`src/rtl/tft_timing_ctrl.sv`:
```
// Raster sequencer for the TFT/DVI path: generates HSYNC/VSYNC/DE and registered RGB
// from the pixel FIFO, held off until the Chrontel configuration reports done.
module tft_timing_ctrl #(
  parameter int H_ACTIVE = 640,
  parameter int H_FP     = 16,
  parameter int H_SYNC   = 96,
  parameter int H_BP     = 48,
  parameter int V_ACTIVE = 480,
  parameter int V_FP     = 10,
  parameter int V_SYNC   = 2,
  parameter int V_BP     = 33
) (
  input  logic        TFT_Clk,
  input  logic        Reset_n,
  input  logic        EN,
  input  logic        I2C_done,
  input  logic [23:0] PIX_DATA,
  input  logic        PIX_VALID,
  output logic        PIX_REQ,
  output logic        HSYNC,
  output logic        VSYNC,
  output logic        DE,
  output logic [7:0]  RED,
  output logic [7:0]  GREEN,
  output logic [7:0]  BLUE,
  output logic        FRAME_START,
  output logic        UNDERFLOW,
  input  logic        UNDERFLOW_CLR
);

  localparam int H_TOTAL = H_ACTIVE + H_FP + H_SYNC + H_BP;
  localparam int V_TOTAL = V_ACTIVE + V_FP + V_SYNC + V_BP;
  localparam int HW      = $clog2(H_TOTAL);
  localparam int VW      = $clog2(V_TOTAL);

  localparam logic [HW-1:0] H_LAST   = HW'(H_TOTAL - 1);
  localparam logic [HW-1:0] H_ACT    = HW'(H_ACTIVE);
  localparam logic [HW-1:0] HS_FIRST = HW'(H_ACTIVE + H_FP);
  localparam logic [HW-1:0] HS_LAST  = HW'(H_ACTIVE + H_FP + H_SYNC - 1);
  localparam logic [VW-1:0] V_LAST   = VW'(V_TOTAL - 1);
  localparam logic [VW-1:0] V_ACT    = VW'(V_ACTIVE);
  localparam logic [VW-1:0] VS_FIRST = VW'(V_ACTIVE + V_FP);
  localparam logic [VW-1:0] VS_LAST  = VW'(V_ACTIVE + V_FP + V_SYNC - 1);

  typedef enum logic [1:0] {
    IDLE,
    RUN,
    DRAIN
  } state_t;

  state_t        state;
  logic [HW-1:0] h_cnt;
  logic [VW-1:0] v_cnt;

  logic go;
  logic h_wrap;
  logic frame_end;
  logic active;
  logic hs;
  logic vs;
  logic scanning;

  assign go        = EN && I2C_done;
  assign h_wrap    = (h_cnt == H_LAST);
  assign frame_end = h_wrap && (v_cnt == V_LAST);
  assign active    = (h_cnt < H_ACT) && (v_cnt < V_ACT);
  assign hs        = (h_cnt >= HS_FIRST) && (h_cnt <= HS_LAST);
  assign vs        = (v_cnt >= VS_FIRST) && (v_cnt <= VS_LAST);
  assign scanning  = (state != IDLE);

  // Pop is combinational so the FIFO head is consumed in the same cycle it is registered.
  assign PIX_REQ = scanning && active;

  // NOTE: all state and output registers use non-blocking assignments so every
  // right-hand side sees pre-edge values and the outputs stay aligned to the counters.
  always_ff @(posedge TFT_Clk or negedge Reset_n) begin
    if (!Reset_n) begin
      state       <= IDLE;
      h_cnt       <= '0;
      v_cnt       <= '0;
      HSYNC       <= 1'b1;
      VSYNC       <= 1'b1;
      DE          <= 1'b0;
      RED         <= '0;
      GREEN       <= '0;
      BLUE        <= '0;
      FRAME_START <= 1'b0;
      UNDERFLOW   <= 1'b0;
    end else begin
      unique case (state)
        IDLE:    if (go) state <= RUN;
        RUN:     if (!go) state <= DRAIN;
        // Re-enabling at any point, including the final cycle, continues without a frame break.
        DRAIN: begin
          if (go)             state <= RUN;
          else if (frame_end) state <= IDLE;
        end
        default: state <= IDLE;
      endcase

      if (!scanning) begin
        h_cnt <= '0;
        v_cnt <= '0;
      end else if (h_wrap) begin
        h_cnt <= '0;
        v_cnt <= (v_cnt == V_LAST) ? '0 : v_cnt + 1'b1;
      end else begin
        h_cnt <= h_cnt + 1'b1;
      end

      HSYNC       <= ~(hs && scanning);
      VSYNC       <= ~(vs && scanning);
      DE          <= PIX_REQ;
      FRAME_START <= PIX_REQ && (h_cnt == '0) && (v_cnt == '0);
      {RED, GREEN, BLUE} <= (PIX_REQ && PIX_VALID) ? PIX_DATA : 24'h0;

      // A new underflow outranks a simultaneous clear so no event is lost.
      if (PIX_REQ && !PIX_VALID) UNDERFLOW <= 1'b1;
      else if (UNDERFLOW_CLR)    UNDERFLOW <= 1'b0;
    end
  end

endmodule

```
`config.mk`:
```
export PLATFORM = sky130hd
export DESIGN_NAME = tft_timing_ctrl
export DESIGN_NICKNAME = d
export VERILOG_FILES = /design/src/rtl/tft_timing_ctrl.sv
export SDC_FILE = /design/constraint.sdc
export NUM_CORES = 1
export LEC_CHECK = 0
export ABC_AREA = 1
export CAP_MARGIN = 20
export CORE_MARGIN = 4
export CORE_UTILIZATION = 49
export CTS_CLUSTER_DIAMETER = 100
export DETAILED_ROUTE_END_ITERATION = 7
export PLACE_DENSITY = 0.87
export RECOVER_POWER = 100
export SYNTH_ARGS = -nofsm -noshare
export SYNTH_HDL_FRONTEND = slang
export SYNTH_SLANG_ARGS = --single-unit
```
`constraint.sdc`:
```
create_clock -name TFT_Clk -period 1.87 [get_ports TFT_Clk]
set_input_delay 0.187 -clock TFT_Clk [delete_from_list [all_inputs] [get_ports TFT_Clk]]
set_output_delay 0.187 -clock TFT_Clk [all_outputs]
set_load 0.01 [all_outputs]
```
==> qor.txt, run 1 <==
Final Hold Vio Count: 0
Power share of the combinational group: 16.0%
Clock sink count: 51
FF-to-FF setup slack: 0.23 ns
RSZ-0062 raised after global routing: false
Most frequent cells in the layout: 64 x nand2_1, 58 x inv_1, 48 x dfrtp_1
Worst Path Required: 1.68 ns
WL met3: 624 um
Worst slew pin tran: 1.085 ns
PortBufs: 59
Clk_lat worst skew: 0.31 ns
Commonest non-fill, non-tap cell in the layout: nand2_1
Finish-stage setup viols: 0
Syn_area_per_cell: 8.467 um2
Setup TNS: 0 ns
Final worst slack: 0.1145 ns
Full die area: 6169 um2
Area after DPL: 3117 um2
Tmin final: 1.756 ns
Grt ovf: 0
ANT cells: 0
Largest net degree at the start of global routing: 25
Vias: 1994
Cell family with most CP delay: flip-flops
Chip Height: 78.55 um
Wirelength per Cell: 12.50 um
Via density: 4.703
Sw Share: 25.20%
Maximum VDD drop: 0.0006739 V
Share of layout cells above drive strength 1: 8.123%
P_sw: 0.0006009 W
CP max-delay cell: dfrtp_1
Drt initial violations: 115
Critical-path cell list: nand2_1, inv_2, nor3_4, nand2_1, inv_1, dlygate4sd2_1
Final HPWL DP: 4049 um
Cell mode on critical path: nand2_1
P_int: 0.001783 W
Max-cap violations: 0
Syn Nets: 322
Rows: 25
Hold WC Path Type: input pin to flip-flop
Post-route cell area: 3197 um2
Initial antenna violation count: 0
Post-route ant nets: 0
Sequential area share after synthesis: 52.44%
Final Wtd Congestion: 0.9288
Max Fanout on Critical Path: 6
Warnings from Yosys: 0
Seq pwr share: 50.1%
Clk_skew: 0.01086 ns
Setup WS pre-CTS: 0.2235 ns
Cells after synthesis: 288
P per Cell Area: 745.8 nW/um2
CTS max path bufs: 2
Final core occ: 66.80%
Synth top area share: 50.28%
CP endpoint kind: output pin
Slew Viols, Final: 0
Final hold slack: 0.3830 ns
Vias in the first global route: 2009
Clk root buf: clkbuf_8
Max-slew headroom: 27.67%
Top Layer Used: met4
FF+latch count, synth: 51
Unique masters post-synth: 26
Fin nets: 390
Final period util: 93.88%
First-pass GRT wire length: 9052 um
Area Overhead vs Synth: 31.09%
Core outline area: 4786 um2
Top cells by area, synth: dfrtp_1 50%, nand2_1 9.7%, inv_1 8.9%, nor2_1 5.2%, nor2_2 4.9%
DIE WIDTH: 78.55 um
H-tree depth: 2
Power share of the clock group: 33.9%
CTS tree: yes
CTS buffer count: 5
Startpoint types: flip-flop
Buf+Inv Stages, Crit Path: 3
M1 WL: 2189 um
Outcome: completed
Peak Freq: 0.5696 GHz
Mapped cell area: 2439 um2
Leak pwr: 1.687 nW
GRT Total Usage: 18.80%
Worst path arrival time: 1.57 ns
Initial Utilization: 50.95%
Total wire length: 5302 um
Crit Path Class: flip-flop to output pin
IO Pins: 60
Residual DRC: 0
Crit path largest cell delay: 0.45 ns
Post-synth top area cell: dfrtp_1
Total iterations of the first detailed-routing run: 4
Clock-pin slew on the worst setup and hold paths: 0.10 ns
Met2 Wirelength: 2424 um
-- flip-flops by register name (all words and copies together) (netlist names) --
name	flops
BLUE	8
DE	1
FRAME_START	1
GREEN	8
HSYNC	1
RED	8
UNDERFLOW	1
VSYNC	1
h_cnt	10
state	2
v_cnt	10
-- path summary, 6_finish.rpt --
path / from / to / depth (start not counted)
max in group asynchronous: Reset_n / RED[4]$_DFF_PN0_ / 3
worst min register to register: state[1]$_DFFE_PN0P_ / state[0]$_DFFE_PN0P_ / 1
worst max register to register: h_cnt[0]$_DFF_PN0_ / v_cnt[0]$_DFFE_PN0P_ / 8
worst max-delay path: h_cnt[8]$_DFF_PN0_ / PIX_REQ / 6
worst min-delay path: PIX_DATA[10] / GREEN[2]$_DFF_PN0_ / 3
min in group asynchronous: Reset_n / GREEN[0]$_DFF_PN0_ / 2
-- cell type report --
type	instances	area (um2)
Timing Repair Buffer	64	625.6
Clock inverter	2	38.79
Multi-Input combinational cell	173	857.1
Clock buffer	6	82.58
Inverter	61	229.0
Sequential cell	51	1280
Tap cell	67	83.83
Fill cell	375	1589
-- per-layer routing --
layer  track usage [%]  vias up
li1                  -     1000
met1             21.67      922
met2             30.73       66
met3             9.289        6
met4             5.594        0
met5                 0        -
-- cell families after synthesis --
kind of cell	Yosys count	share of synthesized area [%]
flops	51	52.44
xor+xnor	5	1.796
buf+inv	64	10.77
fa+ha+maj	4	2.052
simple gates	154	30.63
compound gates	10	2.309
-- worst reg2reg max path, stage by stage, from the launching register on --
cell and delay [ns]:
dfrtp_1 0.40, ha_1 0.19, nand2_1 0.10, nor2_2 0.17
nand4_1 0.11, nand2_1 0.24, inv_2 0.18, nand2_1 0.10
nand2_1 0.05
-- through the flow --
stage | instances | power, W
finish | 424 | 0.002384
detailed placement | 415 | 0.001637
global route | 424 | 0.002491
global placement | 415 | 0.001625
floorplan | 288 | 0.001412
CTS | 424 | 0.002441
-- power by group through the flow --
stage	Combinational, W	Clock (W)	Sequential [W]
floorplan	0.000173	0	0.00124
global placement	0.000411	0	0.00121
detailed placement	0.000418	0	0.00122
CTS	0.000423	0.000819	0.00120
global route	0.000427	0.000863	0.00120
finish	0.000381	0.000808	0.00120
-- synth_stat cells, drive strengths merged --
library cell,number
nor4,1
nor3b,2
xnor2,1
nor2,56
dfstp,2
nor3,4
inv,61
o211ai,1
xor2,4
o21ai,5
a21oi,4
nand2,65
dfrtp,49
buf,3
ha,4
nand4,10
nand3b,2
nand3,14
-- timing repair --
item / 4_1_cts / 5_1_grt
gates resized for setup: 2 / 1
pin swaps: 0 / 0
endpoints found under the hold margin: 16 / 0
endpoints found under the setup margin: 1 / 1
hold buffers: 1 / 0
buffers inserted: 0 / 0
Note: power is estimated with default switching activity, not from simulation.
==> run 2: changes to the inputs <==
--- a/config.mk
+++ b/config.mk
@@ -11,6 +11,7 @@
 export CORE_UTILIZATION = 49
 export CTS_CLUSTER_DIAMETER = 100
 export DETAILED_ROUTE_END_ITERATION = 7
+export HOLD_SLACK_MARGIN = 0.05
 export PLACE_DENSITY = 0.87
 export RECOVER_POWER = 100
 export SYNTH_ARGS = -nofsm -noshare
==> results of run 2 <==
No change in the layout: final DEF, timing and power equal those of run 1.
